**config.mk**
```make
export PLATFORM = sky130hd
export DESIGN_NAME = corner_collector
export DESIGN_NICKNAME = d
export VERILOG_FILES = /design/src/rtl/corner_collector.sv
export SDC_FILE = /design/constraint.sdc
export NUM_CORES = 2
export LEC_CHECK = 0
export CAP_MARGIN = 20
export CORE_ASPECT_RATIO = 0.6
export CORE_MARGIN = 5
export CORE_UTILIZATION = 30
export DETAILED_ROUTE_END_ITERATION = 10
export GPL_ROUTABILITY_DRIVEN = 1
export GPL_TIMING_DRIVEN = 0
export SLEW_MARGIN = 30
export SYNTH_ARGS = -nofsm -noshare
export SYNTH_HDL_FRONTEND = slang
export SYNTH_SLANG_ARGS = --single-unit
```
**constraint.sdc**
```tcl
create_clock -name clk -period 6.25 [get_ports clk]
set_clock_uncertainty 0.15 [all_clocks]
set_input_delay 1.875 -clock clk [delete_from_list [all_inputs] [get_ports clk]]
set_output_delay 1.875 -clock clk [all_outputs]
set_load 0.03 [all_outputs]
```
**src/rtl/corner_collector.sv**
```systemverilog
// Buffers NMS corners into a first-word-fall-through FIFO with end-of-frame tagging,
// and keeps per-frame accepted/dropped corner counts plus a sticky overflow flag.
module corner_collector #(
  parameter int DEPTH = 64,
  parameter int CNT_W = 16
) (
  input  logic                     clk,
  input  logic                     rst,
  input  logic                     ce,
  input  logic                     corner_in,
  input  logic [9:0]               x_coord_in,
  input  logic [9:0]               y_coord_in,
  input  logic                     frame_start,
  input  logic                     frame_end,
  output logic                     m_valid,
  input  logic                     m_ready,
  output logic [9:0]               m_x,
  output logic [9:0]               m_y,
  output logic                     m_eof,
  output logic                     m_null,
  output logic [CNT_W-1:0]         frame_corners,
  output logic [CNT_W-1:0]         frame_dropped,
  output logic                     frame_done,
  output logic                     overflow,
  output logic [$clog2(DEPTH):0]   level
);

  localparam int AW = $clog2(DEPTH);
  localparam logic [AW:0]        LVL_FULL = (AW+1)'(DEPTH);
  localparam logic [AW:0]        LVL_RSV  = (AW+1)'(DEPTH - 1);
  localparam logic [CNT_W-1:0]   CNT_MAX  = '1;

  logic [21:0]      mem [DEPTH];
  logic [AW-1:0]    wr_ptr;
  logic [AW-1:0]    rd_ptr;
  logic [21:0]      wr_data;
  logic [21:0]      rd_word;
  logic             corner;
  logic             wr_req;
  logic             wr_ok;
  logic             rd_en;
  logic             acc_inc;
  logic             drop_inc;
  logic             lost;
  logic [CNT_W-1:0] acc_cnt;
  logic [CNT_W-1:0] drop_cnt;
  logic [CNT_W-1:0] acc_sum;
  logic [CNT_W-1:0] drop_sum;

  // Admission looks at the occupancy from the start of the cycle; the last slot
  // is held back so an end-of-frame marker always has somewhere to go.
  always_comb begin
    corner   = ce & corner_in;
    wr_req   = corner | frame_end;
    wr_ok    = 1'b0;
    if (frame_end)
      wr_ok = (level < LVL_FULL);
    else if (corner)
      wr_ok = (level < LVL_RSV);
    rd_en    = m_valid & m_ready;
    acc_inc  = corner & wr_ok;
    drop_inc = corner & ~wr_ok;
    lost     = wr_req & ~wr_ok;
    wr_data  = {frame_end, ~corner,
                corner ? x_coord_in : 10'd0,
                corner ? y_coord_in : 10'd0};
    acc_sum  = (acc_inc && acc_cnt != CNT_MAX) ? acc_cnt + 1'b1 : acc_cnt;
    drop_sum = (drop_inc && drop_cnt != CNT_MAX) ? drop_cnt + 1'b1 : drop_cnt;
  end

  always_ff @(posedge clk or negedge rst) begin
    if (!rst) begin
      wr_ptr <= '0;
      rd_ptr <= '0;
      level  <= '0;
    end else begin
      if (wr_ok) wr_ptr <= wr_ptr + 1'b1;
      if (rd_en) rd_ptr <= rd_ptr + 1'b1;
      level <= level + (AW+1)'(wr_ok) - (AW+1)'(rd_en);
    end
  end

  always_ff @(posedge clk) begin
    if (wr_ok) mem[wr_ptr] <= wr_data;
  end

  always_comb begin
    rd_word = mem[rd_ptr];
    m_valid = (level != '0);
    m_eof   = m_valid & rd_word[21];
    m_null  = m_valid & rd_word[20];
    m_x     = m_valid ? rd_word[19:10] : 10'd0;
    m_y     = m_valid ? rd_word[9:0]   : 10'd0;
  end

  // frame_end closes the frame including its own corner; frame_start alone
  // restarts counting with whatever corner arrives alongside it.
  always_ff @(posedge clk or negedge rst) begin
    if (!rst) begin
      acc_cnt       <= '0;
      drop_cnt      <= '0;
      frame_corners <= '0;
      frame_dropped <= '0;
      frame_done    <= 1'b0;
      overflow      <= 1'b0;
    end else begin
      frame_done <= frame_end;
      if (frame_end) begin
        frame_corners <= acc_sum;
        frame_dropped <= drop_sum;
        acc_cnt       <= '0;
        drop_cnt      <= '0;
      end else if (frame_start) begin
        acc_cnt  <= CNT_W'(acc_inc);
        drop_cnt <= CNT_W'(drop_inc);
      end else begin
        acc_cnt  <= acc_sum;
        drop_cnt <= drop_sum;
      end
      if (frame_start)
        overflow <= lost & ~frame_end;
      else
        overflow <= overflow | lost;
    end
  end

endmodule

```
### After elaboration in Yosys (flattened, before gate mapping)

Memories as Yosys holds them, arrays and structs flattened.
Cells that the tools add are included.
Widths: inputs -> output; s select.

| cells by class | value |
|---|---|
| add/subtract/negate cells | 6 |
| order comparisons | 2 |
| equality and inequality tests | 2 |
| multiplexer cells | 15 |
| bitwise logic cells | 13 |
| reduce and logical (&&, ||, !) cells | 3 |

Operators with widths:

| operator | number |
|---|---|
| $mux 16 | 6 |
| $mux 10 | 4 |
| $add 16x1->16 const B | 2 |
| $ne 16x16->1 const B | 2 |
| $add 6x1->6 const B | 2 |
| $and 1x1->1 | 8 |
| $add 7x1->7 | 1 |
| $lt 7x6->1 const B | 1 |
| $lt 7x7->1 const B | 1 |
| $reduce_bool 7->1 | 1 |
| $sub 7x1->7 | 1 |
| $mux 1 | 5 |
| $not 1->1 | 3 |
| $logic_and 1x1->1 | 2 |
| $or 1x1->1 | 2 |

| word-level totals | value |
|---|---|
| flip-flop bits (word level) | 85 |
| bits in writable memories | 1,408 |
| input port bits | 27 |
| output and inout port bits | 64 |
| word-level logic and storage cells | 51 |
| memories | 1 |

Memory list:

| memory | depth | width | read ports | clocked after Yosys merged registers in | wr ports | RTL line | text |
|---|---|---|---|---|---|---|---|
| mem | 64 | 22 | 1 | 0 | 1 | 33 | `logic [21:0] mem [DEPTH];` |

### Depth between registers and ports, before layout

| logic depth | value |
|---|---|
| depth in word-level cells | 9 |
| gate-level depth with buffers | 17 |

### Worst setup path after synthesis

OpenSTA, ideal clock, no wires.

| timing | value |
|---|---|
| kind | input -> register |
| start point | input frame_end |
| end point | register level[6] |
| setup time | 0.122 ns |
| data arrival time | 4.334 ns |
| data required time | 5.978 ns |
| setup slack | 1.644 ns |
| stages on the path | 16 |
| path buffers | 1 |
| cell sequence | buf_6 -> and4b_4 -> a21oi_2 -> o21a_1 -> inv_1 -> ha_1 -> inv_1 -> ha_1 -> inv_1 -> fa_1 -> nand2b_1 -> a21oi_1 -> o21ai_0 -> a21oi_1 -> nor2_1 -> xnor2_1 |

| on the way | value |
|---|---|
| longest elaborated chain between the ends | 3 |

Ends and longest elaborated chain:

| element | RTL line | text |
|---|---|---|
| from (decl) | 14 | `input logic frame_end,` |
| $mux 1 | 56 | `if (frame_end)` |
| $add 7x1->7 | 79 | `level <= level + (AW+1)'(wr_ok) - (AW+1)'(rd_en);` |
| $sub 7x1->7 | 79 |  |
| to (signal assigned) | 79 |  |
| to (decl) | 25 | `output logic [$clog2(DEPTH):0] level` |

No other way between the ends.
A chain may end at the register's enable or synchronous reset.

### Worst setup path after layout

| timing | value |
|---|---|
| start point | register rd_ptr[1] |
| end point | output m_x[8] |

| on the way | value |
|---|---|
| longest elaborated chain between the ends | 2 |

Ends and longest elaborated chain:

| element | RTL line | text |
|---|---|---|
| from (decl) | 35 | `logic [AW-1:0] rd_ptr;` |
| from (signal assigned) | 78 | `if (rd_en) rd_ptr <= rd_ptr + 1'b1;` |
| $mem_v2 64x22 | n/a |  |
| $mux 10 | 92 | `m_x = m_valid ? rd_word[19:10] : 10'd0;` |
| to (decl) | 17 | `output logic [9:0] m_x,` |

No other way between the ends.

==> results by stage <==
Worst setup path:
- The worst setup path is captured at an output port.
- For the worst setup path, the data arrival time is 4.30 ns.
- The signal on the critical path passes through buf_2, buf_6, nand3_2, buf_4, buf_2, o221ai_1, a21oi_1, a21oi_2, a32o_1, dlygate4sd2_1.
- STA classifies the critical path startpoint as a register.
- At the worst endpoint, the required time is 4.22 ns.
- Together, buffers and inverters on the worst path number 5.
- The cell that appears most often on the critical path is sky130_fd_sc_hd__buf_2.
- The worst stage delay on the critical path is 0.44 ns.
- The highest-delay cell along the critical path is sky130_fd_sc_hd__dlygate4sd2_1.
- The instance count on the critical path is 10.
- The type of the setup path with the least slack is register to output port.
- The largest driver fanout on the critical path is 10.
- In this design, the largest share of critical-path delay is due to buffers and inverters.
- The worst register-to-register path has a depth of 10.

Timing:
- Setup repair after global routing could not meet its margin everywhere.
- For the pin with the worst max-slew slack, the measured transition is 1.03 ns.
- In this run the tightest slew margin relative to its limit is 0.308.
- The highest clock frequency the design can meet is 0.158 GHz.
- Setup violations remaining at the end of the flow were counted as 3.
- In the finished design, the share of the clock period the worst path needs comes to 1.01.
- The count of final max-slew check failures is 0.
- The smallest setup slack after layout is -0.0741 ns.
- The post-route minimum period is 6.32 ns.
- The final hold violation count is 0.

Clock tree:
- In this run, post-CTS hold repair placed 0 buffers.
- The total clock buffers created by CTS is 149.
- Clock tree synthesis found a total of 1493 sinks.
- The CTS tree is done.
- The level count of the clock H-tree is 4.
- The clock edge transition at the registers on the reported setup and hold paths is 0.07 ns.
- The later pin in the worst-skew pair is clocked with a latency of 0.80 ns.
- The root buffer cell chosen for the clock tree is sky130_fd_sc_hd__clkbuf_16.
- The largest buffer count on any clock path is 4.

Die:
- The I/O pin count is 91.
- The floorplan has 125 rows.
- The die footprint is 203000 µm².
- After floorplanning, the core was sized to cover 193000 µm².
- Measured along the x axis, the die boundary spans 578 µm.
- For this configuration, the core starts out at a cell density of 0.301.
- The vertical die dimension is 351 µm.

Pwr:
- The worst vdd rail ir drop is 0.000259 V.
- The total power is 31.6 mW.
- The power density relative to cell area is 446 nW/µm².
- The leakage component of the power is 22.8 nW.

Global routing:
- The first-pass GRT wire length is 239000 µm.
- The initial antenna violation count was 12.
- The number of global-route vias before repair is 29.8k.
- The global routing usage summed across all routing layers is 0.167.
- The largest net degree at the start of global routing is 65.
- The total congestion overflow after global routing is 0.

Placement:
- The congestion estimate from routability-driven global placement came to 0.987.
- The number of input and output port buffers inserted is 90.
- The detailed placement HPWL is 118000 µm.
- The number of instances in the placed design is 5722.
- Before CTS, the worst setup slack after placement is -0.177 ns.
- The instance area after placement is 65100 µm².

Min path:
- The tightest min-delay check is of the register to register type.
- The number of cells on the worst hold path is 1.

Synthesis:
- The commonest cells after synthesis are sky130_fd_sc_hd__edfxtp_1, sky130_fd_sc_hd__mux2i_1, sky130_fd_sc_hd__mux4_2.
- Synthesis produced 2941 cells.
- For this run, the register share of the synthesized area comes to 0.764.
- In this run, synthesis produced a sequential element count of 1493.
- Counting flops with a built-in enable in the synthesized netlist gives 1408.
- Counting every net in the synthesized netlist gives 2985.
- The share of synthesized area in the top cell type comes to 0.728.
- The area of the mapped netlist is 58100 µm².
- By area the synthesized netlist is led by sky130_fd_sc_hd__edfxtp_1, sky130_fd_sc_hd__mux4_2, sky130_fd_sc_hd__mux2i_1.
- A synthesized cell averages 19.8 µm².
- The most used flip-flop cell after synthesis is sky130_fd_sc_hd__edfxtp_1.
- For this run, the number of Yosys warnings is 0.
- The number of distinct library cells after synthesis is 59.
- The cell with the most instances after synthesis is sky130_fd_sc_hd__edfxtp_1.
- The synthesized design spends more area on one cell type than any other, namely sky130_fd_sc_hd__edfxtp_1.
- The async set or reset register ratio after synthesis is 0.0569.

Drt:
- In the final routed layout, each cell accounts on average for 28.7 µm.
- For this run, the detailed router's first-pass iteration total came to 6.
- The routed layout has 31.2k vias.
- In this run the remaining antenna-violating nets after routing total 0.
- The first routing iteration left 4490 violations.
- The aggregate routed wire length is 172000 µm.
- After detailed routing, the number of remaining DRC violations is 0.
- The detailed-route vias per instance is 5.21.

Status:
- The final reports fail on setup timing.
- The flow ran to the end, but the final reports show violations.

Layout:
- The final cell count without fillers is 5983.
- The finished layout cell area is 70800 µm².
- In the final layout, the share of cells above drive strength 1 is 0.261.
- The core utilization of the finished layout is 0.367.
- Relative to the synthesized area, the layout overhead comes to 21.8%.
- After the last flow step, the layout net total stands at 3316.

Flow run:
- Across the run, the number of max-cap violations was 0.
## state kept, by name, summed over array words and instances, names as in the netlist
register       count
frame_done         1
frame_corners     16
acc_cnt           16
rd_ptr             6
drop_cnt          16
level              7
wr_ptr             6
mem             1408
overflow           1
frame_dropped     16
## placed cells by master, fill, tap and decap left out, types with 22 or more instances in the layout
master	instances
sky130_fd_sc_hd__mux2i_4	22
sky130_fd_sc_hd__clkdlybuf4s50_1	68
sky130_fd_sc_hd__a21oi_1	77
sky130_fd_sc_hd__buf_4	32
sky130_fd_sc_hd__o21ai_1	30
sky130_fd_sc_hd__buf_16	64
sky130_fd_sc_hd__o21ai_0	60
sky130_fd_sc_hd__xnor2_1	27
sky130_fd_sc_hd__a211oi_1	33
sky130_fd_sc_hd__edfxtp_1	1408
sky130_fd_sc_hd__a21oi_2	25
sky130_fd_sc_hd__a221oi_1	24
sky130_fd_sc_hd__mux4_2	240
sky130_fd_sc_hd__dfrtp_1	85
sky130_fd_sc_hd__nand2_1	33
sky130_fd_sc_hd__o221ai_1	26
sky130_fd_sc_hd__buf_2	55
sky130_fd_sc_hd__mux2i_1	250
sky130_fd_sc_hd__clkbuf_2	24
sky130_fd_sc_hd__clkbuf_1	78
sky130_fd_sc_hd__nor2_4	64
sky130_fd_sc_hd__o22ai_1	35
sky130_fd_sc_hd__nor2_1	86
sky130_fd_sc_hd__clkbuf_16	153
## area by class of cell
cell class                 instances  area, µm²
clock inverter                    70        901
timing repair buffer             182       3130
fill                           17565     122000
sequential                      1493      44400
clock buffer                     185       3970
buffer                           170        947
multi-input combinational       1255      14100
antenna                            4       10.0
inverter                          21       82.6
tap                             2603       3260
## metal layers
layer / GRT usage / wire (µm) / up-vias
met3: 0.0712 / 24900 / 248
met4: 0.0432 / 4640 / 0
met5: 0 / 0 / -
met2: 0.216 / 67800 / 1758
met1: 0.252 / 74600 / 16450
li1: - / - / 12737
## repair_timing
action,CTS,global route
hold endpoints to repair,0,0
pin swaps,1,1
setup buffers,3,0
resized for setup,190,32
setup endpoints to repair,22,13
## power by group
group	total [mW]	internal [mW]	switching, mW
Sequential	11.4	11.2	0.150
Combinational	11.1	3.80	7.26
Clock	9.17	5.38	3.79
## worst paths after layout
kind | startpoint | end | slack (ns)
max | rd_ptr[1]$_DFFE_PN0P_ | m_x[8] | -0.07
min | rd_ptr[5]$_DFFE_PN0P_ | rd_ptr[5]$_DFFE_PN0P_ | 0.35
max reg2reg | level[6]$_DFF_PN0_ | mem[25][16]$_DFFE_PP_ | 1.80
min reg2reg | rd_ptr[5]$_DFFE_PN0P_ | rd_ptr[5]$_DFFE_PN0P_ | 0.35
max in group asynchronous | rst | frame_corners[4]$_DFFE_PN0P_ | 4.50
min in group asynchronous | rst | frame_dropped[4]$_DFFE_PN0P_ | 0.83
## cell families (layout without fill, tap and decap cells)
logic type                 Yosys count  count (layout)  share of synthesized area
muxes                              531             531                      0.143
adders and majority gates           17              17                    0.00379
DFF                               1493            1493                      0.764
buffers and inverters              193             628                     0.0157
other                                0               4                          0
xor gates and xnor gates            43              43                    0.00648
AOI/OAI and AO/OA                  383             383                     0.0432
and+or+nand+nor                    281             281                     0.0232
## through the flow
step           setup TNS [ns]  hold slack, ns
6_report               -0.122           0.351
5_1_grt               -0.0813           0.384
4_1_cts                     0           0.354
3_5_place_dp           -13.04           0.345
3_3_place_gp         -4671.24           0.336
2_1_floorplan               0           0.317
(Power assumes the default switching activity.)
